## src/rtl/gsensor_spi_responder.sv

```systemverilog
// SPI mode-3 responder that emulates the accelerometer register interface, so the
// spi_control master can run in simulation or board loopback without the real G-sensor.
module gsensor_spi_responder #(
    parameter logic [7:0] DEVID       = 8'hE5,
    parameter logic [7:0] BW_RATE_RST = 8'h0A,
    parameter int         SYNC_STAGES = 2
) (
    input  logic        clk,
    input  logic        reset,
    input  logic        spi_csn,
    input  logic        spi_sclk,
    input  logic        spi_sdi,
    output logic        spi_sdo,
    output logic        spi_sdo_oe,
    input  logic [15:0] sample_x,
    input  logic [15:0] sample_y,
    input  logic [15:0] sample_z,
    input  logic        sample_valid,
    output logic        int1,
    output logic        reg_wr_en,
    output logic [5:0]  reg_wr_addr,
    output logic [7:0]  reg_wr_data,
    output logic        busy
);

    typedef enum logic [1:0] {S_IDLE, S_CMD, S_RD, S_WR} state_t;

    logic [SYNC_STAGES-1:0] csn_sync, sclk_sync, sdi_sync, sync_vld;
    logic csn_q, sclk_q, armed;
    logic csn_s, sclk_s, sdi_s;
    logic csn_fall, csn_rise, sclk_rise, sclk_fall;

    state_t      state;
    logic [2:0]  bit_cnt;
    logic [6:0]  rx_shift;
    logic [7:0]  rx_next;
    logic [7:0]  tx_shift;
    logic        mb;
    logic [5:0]  addr, addr_next;
    logic        data_read;

    logic [7:0]  bw_rate, power_ctl, int_enable, int_map, data_format;
    logic        data_ready;
    logic [15:0] hold_x, hold_y, hold_z;
    logic [15:0] data_x, data_y, data_z;

    assign csn_s  = csn_sync[SYNC_STAGES-1];
    assign sclk_s = sclk_sync[SYNC_STAGES-1];
    assign sdi_s  = sdi_sync[SYNC_STAGES-1];

    // After a reset the chain is forced high; a fall only counts once a genuine
    // high level has propagated, so a transaction cut by reset is ignored to its end.
    assign csn_fall  = armed & csn_q & ~csn_s;
    assign csn_rise  = ~csn_q & csn_s;
    assign sclk_rise = ~sclk_q & sclk_s & ~csn_s;
    assign sclk_fall = sclk_q & ~sclk_s & ~csn_s;
    assign busy      = ~csn_s;

    assign rx_next   = {rx_shift, sdi_s};
    assign addr_next = mb ? addr + 6'd1 : addr;

    always_ff @(posedge clk) begin
        if (reset) begin
            csn_sync  <= '1;
            sclk_sync <= '1;
            sdi_sync  <= '0;
            sync_vld  <= '0;
            csn_q     <= 1'b1;
            sclk_q    <= 1'b1;
            armed     <= 1'b0;
        end else begin
            csn_sync  <= {csn_sync[SYNC_STAGES-2:0], spi_csn};
            sclk_sync <= {sclk_sync[SYNC_STAGES-2:0], spi_sclk};
            sdi_sync  <= {sdi_sync[SYNC_STAGES-2:0], spi_sdi};
            sync_vld  <= {sync_vld[SYNC_STAGES-2:0], 1'b1};
            csn_q     <= csn_s;
            sclk_q    <= sclk_s;
            if (sync_vld[SYNC_STAGES-1] && csn_s)
                armed <= 1'b1;
        end
    end

    // NOTE: the default arm keeps this mux fully specified, so no latch is inferred.
    function automatic logic [7:0] reg_read(input logic [5:0] a);
        case (a)
            6'h00:   return DEVID;
            6'h2C:   return bw_rate;
            6'h2D:   return power_ctl;
            6'h2E:   return int_enable;
            6'h2F:   return int_map;
            6'h30:   return {data_ready, 7'b0};
            6'h31:   return data_format;
            6'h32:   return data_x[7:0];
            6'h33:   return data_x[15:8];
            6'h34:   return data_y[7:0];
            6'h35:   return data_y[15:8];
            6'h36:   return data_z[7:0];
            6'h37:   return data_z[15:8];
            default: return 8'h00;
        endcase
    endfunction

    function automatic logic is_rw(input logic [5:0] a);
        return (a >= 6'h2C && a <= 6'h2F) || a == 6'h31;
    endfunction

    always_ff @(posedge clk) begin
        if (reset) begin
            state       <= S_IDLE;
            bit_cnt     <= '0;
            rx_shift    <= '0;
            tx_shift    <= '0;
            mb          <= 1'b0;
            addr        <= '0;
            data_read   <= 1'b0;
            spi_sdo     <= 1'b0;
            spi_sdo_oe  <= 1'b0;
            reg_wr_en   <= 1'b0;
            reg_wr_addr <= '0;
            reg_wr_data <= '0;
            int1        <= 1'b0;
            bw_rate     <= BW_RATE_RST;
            power_ctl   <= '0;
            int_enable  <= '0;
            int_map     <= '0;
            data_format <= '0;
            data_ready  <= 1'b0;
            // NOTE: the sample registers are a handful of flops, not a RAM, so they
            // are reset with everything else and read back as zero before any sample.
            hold_x      <= '0;
            hold_y      <= '0;
            hold_z      <= '0;
            data_x      <= '0;
            data_y      <= '0;
            data_z      <= '0;
        end else begin
            // NOTE: all state here uses <=, so later assignments in this block
            // (csn rise, sample set) override earlier ones in the same clk.
            reg_wr_en <= 1'b0;
            int1      <= data_ready & int_enable[7] & ~int_map[7];

            if (sample_valid) begin
                hold_x <= sample_x;
                hold_y <= sample_y;
                hold_z <= sample_z;
            end

            case (state)
                S_IDLE: if (csn_fall) begin
                    state      <= S_CMD;
                    bit_cnt    <= '0;
                    spi_sdo_oe <= 1'b1;
                    spi_sdo    <= 1'b0;
                    data_x     <= hold_x;
                    data_y     <= hold_y;
                    data_z     <= hold_z;
                end
                S_CMD: if (sclk_rise) begin
                    rx_shift <= rx_next[6:0];
                    bit_cnt  <= bit_cnt + 3'd1;
                    if (bit_cnt == 3'd7) begin
                        mb   <= rx_next[6];
                        addr <= rx_next[5:0];
                        if (rx_next[7]) begin
                            state    <= S_RD;
                            tx_shift <= reg_read(rx_next[5:0]);
                        end else begin
                            state <= S_WR;
                        end
                    end
                end
                S_RD: begin
                    if (sclk_fall) begin
                        spi_sdo  <= tx_shift[7];
                        tx_shift <= {tx_shift[6:0], 1'b0};
                    end
                    if (sclk_rise) begin
                        bit_cnt <= bit_cnt + 3'd1;
                        if (bit_cnt == 3'd7) begin
                            if (addr >= 6'h32 && addr <= 6'h37)
                                data_read <= 1'b1;
                            addr     <= addr_next;
                            tx_shift <= reg_read(addr_next);
                        end
                    end
                end
                S_WR: if (sclk_rise) begin
                    rx_shift <= rx_next[6:0];
                    bit_cnt  <= bit_cnt + 3'd1;
                    if (bit_cnt == 3'd7) begin
                        if (is_rw(addr)) begin
                            reg_wr_en   <= 1'b1;
                            reg_wr_addr <= addr;
                            reg_wr_data <= rx_next;
                            case (addr)
                                6'h2C:   bw_rate     <= rx_next;
                                6'h2D:   power_ctl   <= rx_next;
                                6'h2E:   int_enable  <= rx_next;
                                6'h2F:   int_map     <= rx_next;
                                6'h31:   data_format <= rx_next;
                                default: ;
                            endcase
                        end
                        addr <= addr_next;
                    end
                end
                default: state <= S_IDLE;
            endcase

            if (csn_rise) begin
                state      <= S_IDLE;
                spi_sdo_oe <= 1'b0;
                spi_sdo    <= 1'b0;
                data_read  <= 1'b0;
                if (data_read)
                    data_ready <= 1'b0;
            end
            // A new sample in the clearing clk keeps DATA_READY set.
            if (sample_valid)
                data_ready <= 1'b1;
        end
    end

endmodule

```

## config.mk

```make
export PLATFORM = sky130hd
export DESIGN_NAME = gsensor_spi_responder
export DESIGN_NICKNAME = d
export VERILOG_FILES = /design/src/rtl/gsensor_spi_responder.sv
export SDC_FILE = /design/constraint.sdc
export NUM_CORES = 1
export LEC_CHECK = 0
export ABC_AREA = 1
export CORE_ASPECT_RATIO = 1.5
export CORE_MARGIN = 2
export CORE_UTILIZATION = 58
export DETAILED_ROUTE_END_ITERATION = 6
export GPL_TIMING_DRIVEN = 0
export HOLD_SLACK_MARGIN = 0.08
export PLACE_DENSITY = 0.8
export SKIP_LAST_GASP = 1
export SLEW_MARGIN = 5
export SYNTH_ARGS = -nofsm -noshare
export SYNTH_HDL_FRONTEND = slang
export SYNTH_SLANG_ARGS = --single-unit
```

## constraint.sdc

```tcl
create_clock -name clk -period 2.41 [get_ports clk]
set_input_delay 0.241 -clock clk [delete_from_list [all_inputs] [get_ports clk]]
set_output_delay 0.241 -clock clk [all_outputs]
set_load 0.005 [all_outputs]
```

==> impl_results.md, run 1 <==
- Outcome: finished with violations
- Failing checks: DRC, setup timing
- Final Slew Violations: 0
- CTS root buf: clkbuf_16
- Gate Count Post-Synth: 1234
- Critical-path maximum fanout: 8
- Synth cell count leaders: nor2_1, dfxtp_1, o21ai_0
- Residual DRC: 6
- Vias: 8834
- Total CTS buffers: 17
- GPL Wtd Cong: 1.13
- Maxcap violations: 0
- Logic pwr share: 0.054
- Setup TNS: -0.00380 ns
- Instance count on the critical path: 9
- Post-synth ARST share: 0
- Reg2Reg Depth: 9
- Core Box Area: 0.0146 mm2
- Largest net degree at the start of global routing: 18
- Number of enable flip-flop cells after synthesis: 0
- Global route total overflow: 0
- Critical Path End Type: flop
- Most common cell in the netlist: nor2_1
- CTS clock-pin slew for the worst setup and hold paths: 0.07 ns
- Register area share after synthesis: 0.448
- Die area: 0.0159 mm2
- First-pass GRT wire length: 45.8 mm
- Die Wd: 104 um
- Largest delay share family, worst path: simple AND/OR/NAND/NOR gates
- Max H-tree Level: 4
- Share of the synthesized area in the top cell type: 0.448
- Startpoint types: flop
- Bufs on Longest Clock Path: 2
- Clk_skew: 0.00842 ns
- Power density cells: 631 mW/mm2
- Synth-to-Final Area Change: 19.9%
- Final hold violations: 0
- Avg Synthesized Cell Area: 7.02 um2
- Synth area leaders: dfxtp_1, o21ai_0, nor2_1
- Initial antenna violation count: 0
- Nets: 1389
- Finished Layout Cells: 1538
- Critical path buffers and inverters: 1
- F_max: 0.414 GHz
- Worst Path Required: 2.75 ns
- Total global-route track usage: 0.375
- Power Internal: 0.00500 W
- Detail Placement HPWL: 22.7 mm
- Critical path's slowest cell: dfxtp_1
- Pleak: 4.05 nW
- Final WL: 29.6 mm
- Yosys top cell by area: dfxtp_1
- Layout cell share with drive strength beyond 1: 0.0917
- Setup crit end: tx_shift[6]
- Worst skew pair latency: 0.44 ns
- RR Endpoint: tx_shift[6]
- Design area: 0.0104 mm2
- Sw power: 0.00154 W
- Count of state elements after synthesis: 194
- R2R Setup Slk: -0.004 ns
- Flop pwr share: 0.509
- CP Cell Sequence: inv_1 > nand2_1 > nor2_4 > nand2_1 > o22ai_1 > nor3_1 > nand3_1 > o21ai_0 > a21oi_1
- Drt initial violations: 689
- Die H: 154 um
- Port Buf Inserts: 71
- Routed length per placed instance: 19.2 um
- Worst hold path type: input pin to flop
- Area after DPL: 0.00962 mm2
- Worst r2r src: rx_shift[3]
- RSZ-0062 raised after global routing: true
- Pre-antenna DRT Iters: 7
- Clock share of power: 0.437
- Effective utilization at floorplan: 0.593
- Worst Max-Slew Pin Slew: 0.826 ns
- Setup violations, final: 1
- Crit-path max cell delay: 0.52 ns
- Yosys warnings: 0
- Vias per inst: 5.74
- Sw frac: 0.236
- Clk sinks: 194
- Peak VDD IR: 619 uV
- Row cnt: 54
- Final setup margin: -0.00380 ns
- Arrival time worst endpoint: 2.75 ns
- Top FF cell, synth: dfxtp_1
- # IOs: 73
- CP most frequent cell: nand2_1
- Antenna cell count: 0
- Post-synth cell types: 35
- Tcrit/Tclk final: 1.00
- CP Class: flop to flop
- Min Tclk post-route: 2.41 ns
- Inst Count DP: 1501
- Clock tree from TritonCTS: built
- Worst slew margin: 0.449
- Post-Syn Area: 0.00866 mm2
- ANT nets after route: 0
- Vias in the first global route: 8421
- Critical Path Start: rx_shift[3]
- Syn nets: 1293
## timing repair
item / CTS / global route
hold buffers: 0 / 0
gates resized for setup: 1 / 43
setup buffers: 3 / 3
pin swaps: 2 / 6
setup endpoints to repair: 12 / 49
## metal layers
metal,global-route usage,part of all wire,wire length [um],vias to the layer above
li1,-,-,-,4307
met2,0.639,0.48,14400,409
met5,0,0,0,-
met1,0.413,0.36,10800,3988
met3,0.0560,0.058,1710,130
met4,0.306,0.093,2760,0
## flip-flops by register name, indices dropped and copies added (netlist names), 2 cells and up
| register | cells |
|---|---|
| int_enable | 8 |
| bit_cnt | 3 |
| tx_shift | 8 |
| hold_y | 16 |
| data_format | 8 |
| power_ctl | 8 |
| reg_wr_addr | 6 |
| state | 2 |
| sync_vld | 2 |
| sdi_sync | 2 |
| reg_wr_data | 8 |
| data_z | 16 |
| int_map | 8 |
| addr | 6 |
| csn_sync | 2 |
| sclk_sync | 2 |
| hold_x | 16 |
| bw_rate | 8 |
| hold_z | 16 |
| data_x | 16 |
| rx_shift | 7 |
| data_y | 16 |
## power by group through the flow
| stage | registers, W | clock network [W] | logic [W] |
|---|---|---|---|
| floorplan | 0.00339 | 0 | 0.000181 |
| detailed placement | 0.00340 | 0 | 0.000346 |
| global placement | 0.00340 | 0 | 0.000337 |
| CTS | 0.00333 | 0.00285 | 0.000349 |
| global route | 0.00334 | 0.00300 | 0.000394 |
| finish | 0.00333 | 0.00286 | 0.000355 |
## cell type report
cell class,count,area [um2]
clock buffers,18,439
plain buffers,62,273
inverters,125,469
multi-input cells,853,4160
fillers,1221,4220
well taps,196,245
flip-flops and latches,194,3890
clock inverters,13,145
repair buffers,77,756
## stage by stage
| stage | hold WS, ns | setup WS, ns | util | total power (W) |
|---|---|---|---|---|
| finish | 0.328 | -0.00380 | 0.711 | 0.00655 |
| global route | 0.346 | -0.117 | 0.711 | 0.00673 |
| global placement | 0.390 | -0.112 | 0.659 | 0.00374 |
| detailed placement | 0.397 | -0.111 | 0.659 | 0.00375 |
| CTS | 0.318 | 0.0203 | 0.701 | 0.00653 |
| floorplan | 0.345 | 0.488 | - | 0.00357 |
## layout by cell type, fill, tap and decap left out, drive strengths merged
cell	n
nor2	221
o21ai	199
dfxtp	194
nand2	164
inv	127
a21oi	110
clkdlybuf4s50	71
nand3	64
clkbuf	61
buf	25
o22ai	22
nor3	15
nand4	13
a211oi	12
a31oi	11
clkinv	7
ha	5
or2	4
o2111ai	3
and2	2
o221ai	2
a221oi	2
a22oi	2
clkinvlp	2
bufinv	2
nor4	1
o21a	1
## worst register-to-register path, stage by stage, from the launching register on
cell and delay (ns):
dfxtp_1 0.52, inv_1 0.28, nand2_1 0.18, nor2_4 0.08, nand2_1 0.25, o22ai_1 0.14
nor3_1 0.25, nand3_1 0.29, o21ai_0 0.24, a21oi_1 0.08
## how the worst min path moves through the flow
stage | from | endpoint | slack, ns | depth (start not counted)
6_report | reset | bw_rate[1] | 0.33 | 3
5_1_grt | spi_sdi | sdi_sync[0] | 0.35 | 3
2_1_floorplan | spi_csn | csn_sync[0] | 0.34 | 1
4_1_cts | reset | bw_rate[1] | 0.32 | 3
3_3_place_gp | sync_vld[0] | sync_vld[1] | 0.39 | 2
3_5_place_dp | sclk_sync[0] | sclk_sync[1] | 0.40 | 1
## cells by family (layout without fill, tap and decap cells)
family | count (synthesis) | in the layout | share of synthesized area
DFF | 194 | 194 | 0.448
AOI/OAI and AO/OA | 364 | 364 | 0.223
and+or+nand+nor | 484 | 484 | 0.236
adders and majority gates | 5 | 5 | 0.00722
buffers and inverters | 187 | 295 | 0.0855
Power figures use the tool's default switching activity.
==> inputs of run 2 (changes only) <==
RECOVER_POWER = 25   (was not set)
SKIP_LAST_GASP = not set   (was 1)
SLEW_MARGIN = 10   (was 5)
==> impl_results.md, run 2 (synthesis results as in run 1) <==
- Outcome: completed (was finished with violations)
- Commonest non-fill, non-tap cell in the layout: nor2_1 (unchanged)
- Worst slew margin: 0.441 (was 0.449)
- F_max: 0.419 GHz (was 0.414 GHz)
- Min Tclk post-route: 2.39 ns (was 2.41 ns)
- Largest net degree at the start of global routing: 18 (unchanged)
- CTS clock-pin slew for the worst setup and hold paths: 0.07 ns (about the same)
- Core Box Area: 0.0146 mm2 (unchanged)
- Antenna cell count: 0 (unchanged)
- Effective utilization at floorplan: 0.593 (unchanged)
- Critical-path maximum fanout: 9 (was 8)
- Max H-tree Level: 4 (unchanged)
- Most frequent cells in the layout: nor2_1, dfxtp_1, o21ai_0 (unchanged)
- Worst hold path type: input pin to flop (unchanged)
- Nets: 1389 (unchanged)
- Footprint of the multi-input gates: 0.00416 mm2 (unchanged)
- Clk_skew: 0.00877 ns (was 0.00842 ns)
- Tcrit/Tclk final: 0.990 (was 1.00)
- Power density cells: 632 mW/mm2 (was 631 mW/mm2)
- Register area: 0.00389 mm2 (unchanged)
- Fill cells: 1221 (unchanged)
- Residual DRC: 0 (was 6)
- Global route total overflow: 0 (unchanged)
- Synth-to-Final Area Change: 19.9% (unchanged)
- GPL Wtd Cong: 1.13 (unchanged)
- Total global-route track usage: 0.375 (unchanged)
- Pleak: 4.05 nW (about the same)
- Peak VDD IR: 618 uV (was 619 uV)
- Port Buf Inserts: 71 (unchanged)
- Die area: 0.0159 mm2 (unchanged)
- Die Wd: 104 um (unchanged)
- Critical Path End Type: flop (unchanged)
- Worst Max-Slew Pin Slew: 0.838 ns (was 0.826 ns)
- Setup violations, final: 0 (was 1)
- Vias: 8870 (was 8834)
- Arrival time worst endpoint: 2.72 ns (was 2.75 ns)
- CTS root buf: clkbuf_16 (unchanged)
- Clock tree from TritonCTS: built (unchanged)
- # IOs: 73 (unchanged)
- Initial antenna violation count: 0 (unchanged)
- Routed length per placed instance: 19.3 um (was 19.2 um)
- Total CTS buffers: 17 (unchanged)
- Final WL: 29.7 mm (was 29.6 mm)
- Worst slack, placed: -0.111 ns (unchanged)
- First-pass GRT wire length: 45.8 mm (unchanged)
- RSZ-0062 raised after global routing: true (unchanged)
- Detail Placement HPWL: 22.7 mm (unchanged)
- Post-CTS Hold Buffers: 0 (unchanged)
- Final setup margin: 0.0243 ns (was -0.00380 ns)
- Layout cell share with drive strength beyond 1: 0.0924 (was 0.0917)
- Vias per inst: 5.77 (was 5.74)
- Pre-antenna DRT Iters: 7 (unchanged)
- Worst skew pair latency: 0.44 ns (about the same)
- Final Slew Violations: 0 (unchanged)
- Design area: 0.0104 mm2 (unchanged)
- Maxcap violations: 0 (unchanged)
- Vias in the first global route: 8421 (unchanged)
- Row cnt: 54 (unchanged)
- Startpoint types: flop (unchanged)
- Die H: 154 um (unchanged)
- ANT nets after route: 0 (unchanged)
- Clk sinks: 194 (unchanged)
- Bufs on Longest Clock Path: 2 (unchanged)
- Drt initial violations: 685 (was 689)
- Final hold violations: 0 (unchanged)
- Area after DPL: 0.00962 mm2 (unchanged)
- CP Class: flop to flop (unchanged)
- Worst Path Required: 2.75 ns (about the same)
==> run 2: cell count changes in the layout (fill, tap and decap cells not counted) <==
cell and change:
clkdlybuf4s50_1 -2, o21ai_1 +1, inv_2 +1, clkbuf_1 +1, inv_1 -1, dlygate4sd3_1 +2, o21ai_0 -1, buf_1 -1
==> run 2: layout make-up <==
type | count | area share
well taps | 196 | 0.0236
plain buffers | 62 | 0.0263
multi-input cells | 853 | 0.401
flip-flops and latches | 194 | 0.375
inverters | 125 | 0.0452
clock buffers | 18 | 0.0423
repair buffers | 77 | 0.0728
clock inverters | 13 | 0.0140
==> run 2: final timing paths <==
check                                 start           to  slack [ns]  depth (start not counted)
worst min register to register  sdi_sync[0]  sdi_sync[1]        0.41                          2
worst min-delay path                  reset   bw_rate[1]        0.32                          3
worst max-delay path            sdi_sync[1]  tx_shift[6]        0.02                          9
worst max register to register  sdi_sync[1]  tx_shift[6]        0.02                          9
==> run 2: report_power, final <==
part / switching (W) / total, W / leakage [nW] / internal [W]
sequential: 0.0000468 / 0.00333 / 1.58 / 0.00329
clock: 0.00130 / 0.00287 / 0.286 / 0.00157
combinational: 0.000206 / 0.000354 / 2.18 / 0.000147
total: 0.00155 / 0.00655 / 4.05 / 0.00500
==> run 2: per-stage QoR <==
step                total power [W]   util  setup TNS, ns  hold slack, ns  std cells
floorplan                   0.00357      -              0           0.345       1234
global placement            0.00374  0.659         -0.839           0.390       1501
detailed placement          0.00375  0.659         -0.995           0.397       1501
CTS                         0.00653  0.701              0           0.318       1535
global route                0.00673  0.711         -0.102           0.346       1538
finish                      0.00655  0.711              0           0.324       1538
==> run 2: routing by layer <==
| layer | share of wire | up-vias | GRT usage |
|---|---|---|---|
| met4 | 0.090 | 0 | 0.306 |
| li1 | - | 4305 | - |
| met1 | 0.36 | 4036 | 0.413 |
| met3 | 0.058 | 124 | 0.0560 |
| met2 | 0.49 | 405 | 0.639 |
| met5 | 0 | - | 0 |
==> run 2: repair_timing <==
| action | in CTS | in global routing |
|---|---|---|
| setup endpoints to repair | 12 | 49 |
| pin swaps | 2 | 7 |
| resized for setup | 1 | 45 |
| buffers inserted | 3 | 3 |
==> run 2: critical path, stage by stage, from the launching register on <==
cell,delay [ns]
dfxtp_1,0.30
buf_2,0.20
inv_1,0.31
nor3_1,0.12
nand2_1,0.23
inv_1,0.17
a211oi_1,0.32
nand3_1,0.30
o21ai_0,0.24
a21oi_1,0.08
==> inputs of run 3 (changes only) <==
CORE_UTILIZATION = 45   (was 58)
PLACE_DENSITY = not set   (was 0.8)
==> impl_results.md, run 3 (synthesis results as in run 1) <==
- Area after DPL: 0.00969 mm2 (was 0.00962 mm2)
- RR Endpoint: tx_shift[6] (unchanged)
- Maxcap violations: 0 (unchanged)
- Die area: 0.0204 mm2 (was 0.0159 mm2)
- Critical path's slowest cell: nor2_1 (was a211oi_1)
- Arrival time worst endpoint: 2.73 ns (was 2.72 ns)
- GPL Wtd Cong: 1.06 (was 1.13)
- Initial antenna violation count: 0 (unchanged)
- Post-CTS Hold Buffers: 0 (unchanged)
- Tcrit/Tclk final: 0.976 (was 0.990)
- Total CTS buffers: 17 (unchanged)
- Synth-to-Final Area Change: 22.2% (was 19.9%)
- Row cnt: 62 (was 54)
- Fill cells: 1941 (was 1221)
- Vias in the first global route: 8427 (was 8421)
- Final Slew Violations: 0 (unchanged)
- Worst skew pair latency: 0.44 ns (about the same)
- Critical Path End Type: flop (unchanged)
- R2R Setup Slk: 0.06 ns (was 0.02 ns)
- Clk sinks: 194 (unchanged)
- Outcome: completed (unchanged)
- Critical-path maximum fanout: 9 (unchanged)
- Register area: 0.00389 mm2 (about the same)
- Total global-route track usage: 0.313 (was 0.375)
- Clk_skew: 0.00940 ns (was 0.00877 ns)
- Finished Layout Cells: 1606 (was 1538)
- Max layer used: met4 (unchanged)
- Inst Count DP: 1561 (was 1501)
- Largest net degree at the start of global routing: 17 (was 18)
- Commonest non-fill, non-tap cell in the layout: nor2_1 (unchanged)
- First-pass GRT wire length: 47.3 mm (was 45.8 mm)
- Worst hold path type: input pin to flop (unchanged)
- Global route total overflow: 0 (unchanged)
- Design area: 0.0106 mm2 (was 0.0104 mm2)
- Startpoint types: flop (unchanged)
- M1 WL: 12.1 mm (was 10.8 mm)
- Setup violations, final: 0 (unchanged)
- Nets: 1397 (was 1389)
- Bufs on Longest Clock Path: 2 (unchanged)
- Critical path buffers and inverters: 2 (was 3)
- RSZ-0062 raised after global routing: true (unchanged)
- Min Tclk post-route: 2.35 ns (was 2.39 ns)
- Final hold violations: 0 (unchanged)
- CTS root buf: clkbuf_16 (unchanged)
- Max H-tree Level: 4 (unchanged)
- Residual DRC: 0 (unchanged)
- Footprint of the multi-input gates: 0.00420 mm2 (was 0.00416 mm2)
- Port Buf Inserts: 71 (unchanged)
- Die H: 174 um (was 154 um)
- F_max: 0.425 GHz (was 0.419 GHz)
- WL met2: 15.2 mm (was 14.5 mm)
- Worst Hold Path EP: bw_rate[1] (unchanged)
- Hold depth: 3 (unchanged)
- Crit-path max cell delay: 0.32 ns (about the same)
- Reg2Reg Depth: 9 (unchanged)
- Vias: 8704 (was 8870)
- Detail Route met3 WL: 1.24 mm (was 1.71 mm)
- Worst slew margin: 0.440 (was 0.441)
- Pleak: 4.17 nW (was 4.05 nW)
- Power density cells: 618 mW/mm2 (was 632 mW/mm2)
- Worst Max-Slew Pin Slew: 0.840 ns (was 0.838 ns)
- Antenna cell count: 0 (unchanged)
- Core Box Area: 0.0190 mm2 (was 0.0146 mm2)
- Clock tree from TritonCTS: built (unchanged)
- Vias per inst: 5.42 (was 5.77)
- CP Cell Sequence: buf_2 > clkinvlp_4 > nor2_1 > nand2_1 > o22ai_1 > nor3_1 > nand3_1 > o21ai_0 > a21oi_1 (was buf_2 > inv_1 > nor3_1 > nand2_1 > inv_1 > a211oi_1 > nand3_1 > o21ai_0 > a21oi_1)
- Pre-antenna DRT Iters: 5 (was 7)
- ANT nets after route: 0 (unchanged)
- Most frequent cells in the layout: nor2_1, dfxtp_1, o21ai_0 (unchanged)
- CTS clock-pin slew for the worst setup and hold paths: 0.07 ns (about the same)
- Final WL: 31.2 mm (was 29.7 mm)
- Die Wd: 117 um (was 104 um)
- Detail Placement HPWL: 24.1 mm (was 22.7 mm)
- # IOs: 73 (unchanged)
- Effective utilization at floorplan: 0.456 (was 0.593)
- Final design utilization: 0.557 (was 0.711)
- Peak VDD IR: 547 uV (was 618 uV)
- CP Class: flop to flop (unchanged)
- Drt initial violations: 710 (was 685)
- Worst Path Required: 2.78 ns (was 2.75 ns)
- Hold Crit Start: reset (unchanged)
- Layout cell share with drive strength beyond 1: 0.105 (was 0.0924)
- Worst r2r src: sdi_sync[1] (unchanged)
- Routed length per placed instance: 19.4 um (was 19.3 um)
- Largest delay share family, worst path: simple AND/OR/NAND/NOR gates (was buffers and inverters)
-- run 3: what timing repair did --
item	CTS	global route
resized for setup	14	50
pin swaps	2	7
gates cloned	0	0
endpoints found under the setup margin	26	15
buffers inserted	2	12
-- run 3: metal layers --
layer	track usage	up-vias
met1	0.357	4012
met4	0.235	0
li1	-	4313
met3	0.0506	103
met2	0.514	276
met5	0	-
-- run 3: where the power goes --
group / leakage, nW / switching (W) / internal (W)
logic: 2.31 / 0.000206 / 0.000148
registers: 1.58 / 0.0000461 / 0.00329
clock network: 0.283 / 0.00127 / 0.00159
-- run 3: area by class of cell --
| type | count | share of cell area |
|---|---|---|
| clock buffer | 20 | 0.0431 |
| buffer | 62 | 0.0264 |
| clock inverter | 11 | 0.0122 |
| tap | 256 | 0.0303 |
| multi-input combinational | 853 | 0.397 |
| timing repair buffer | 85 | 0.0783 |
| inverter | 125 | 0.0454 |
| sequential | 194 | 0.368 |
-- run 3: worst min-delay path, stage by stage --
cell	delay, ns
clkbuf_1	0.21
a21oi_1	0.16
o21ai_0	0.09
-- run 3: stage by stage --
stage | power (W) | TNS (ns) | setup WS (ns) | hold slack [ns]
after detailed placement | 0.00376 | -1.83 | -0.206 | 0.402
after global placement | 0.00375 | -2.08 | -0.227 | 0.390
after CTS | 0.00658 | 0 | 0.00652 | 0.308
after floorplan | 0.00357 | 0 | 0.488 | 0.345
after global routing | 0.00677 | -0.0261 | -0.0261 | 0.324
final | 0.00654 | 0 | 0.0569 | 0.315
-- run 3: worst max path at each step --
stage	start	endpoint	cells after the start
floorplan	addr[0]	tx_shift[7]	14
global placement	rx_shift[1]	tx_shift[5]	8
detailed placement	rx_shift[1]	tx_shift[5]	8
CTS	rx_shift[3]	tx_shift[6]	9
global route	sdi_sync[1]	tx_shift[6]	9
finish	sdi_sync[1]	tx_shift[6]	9
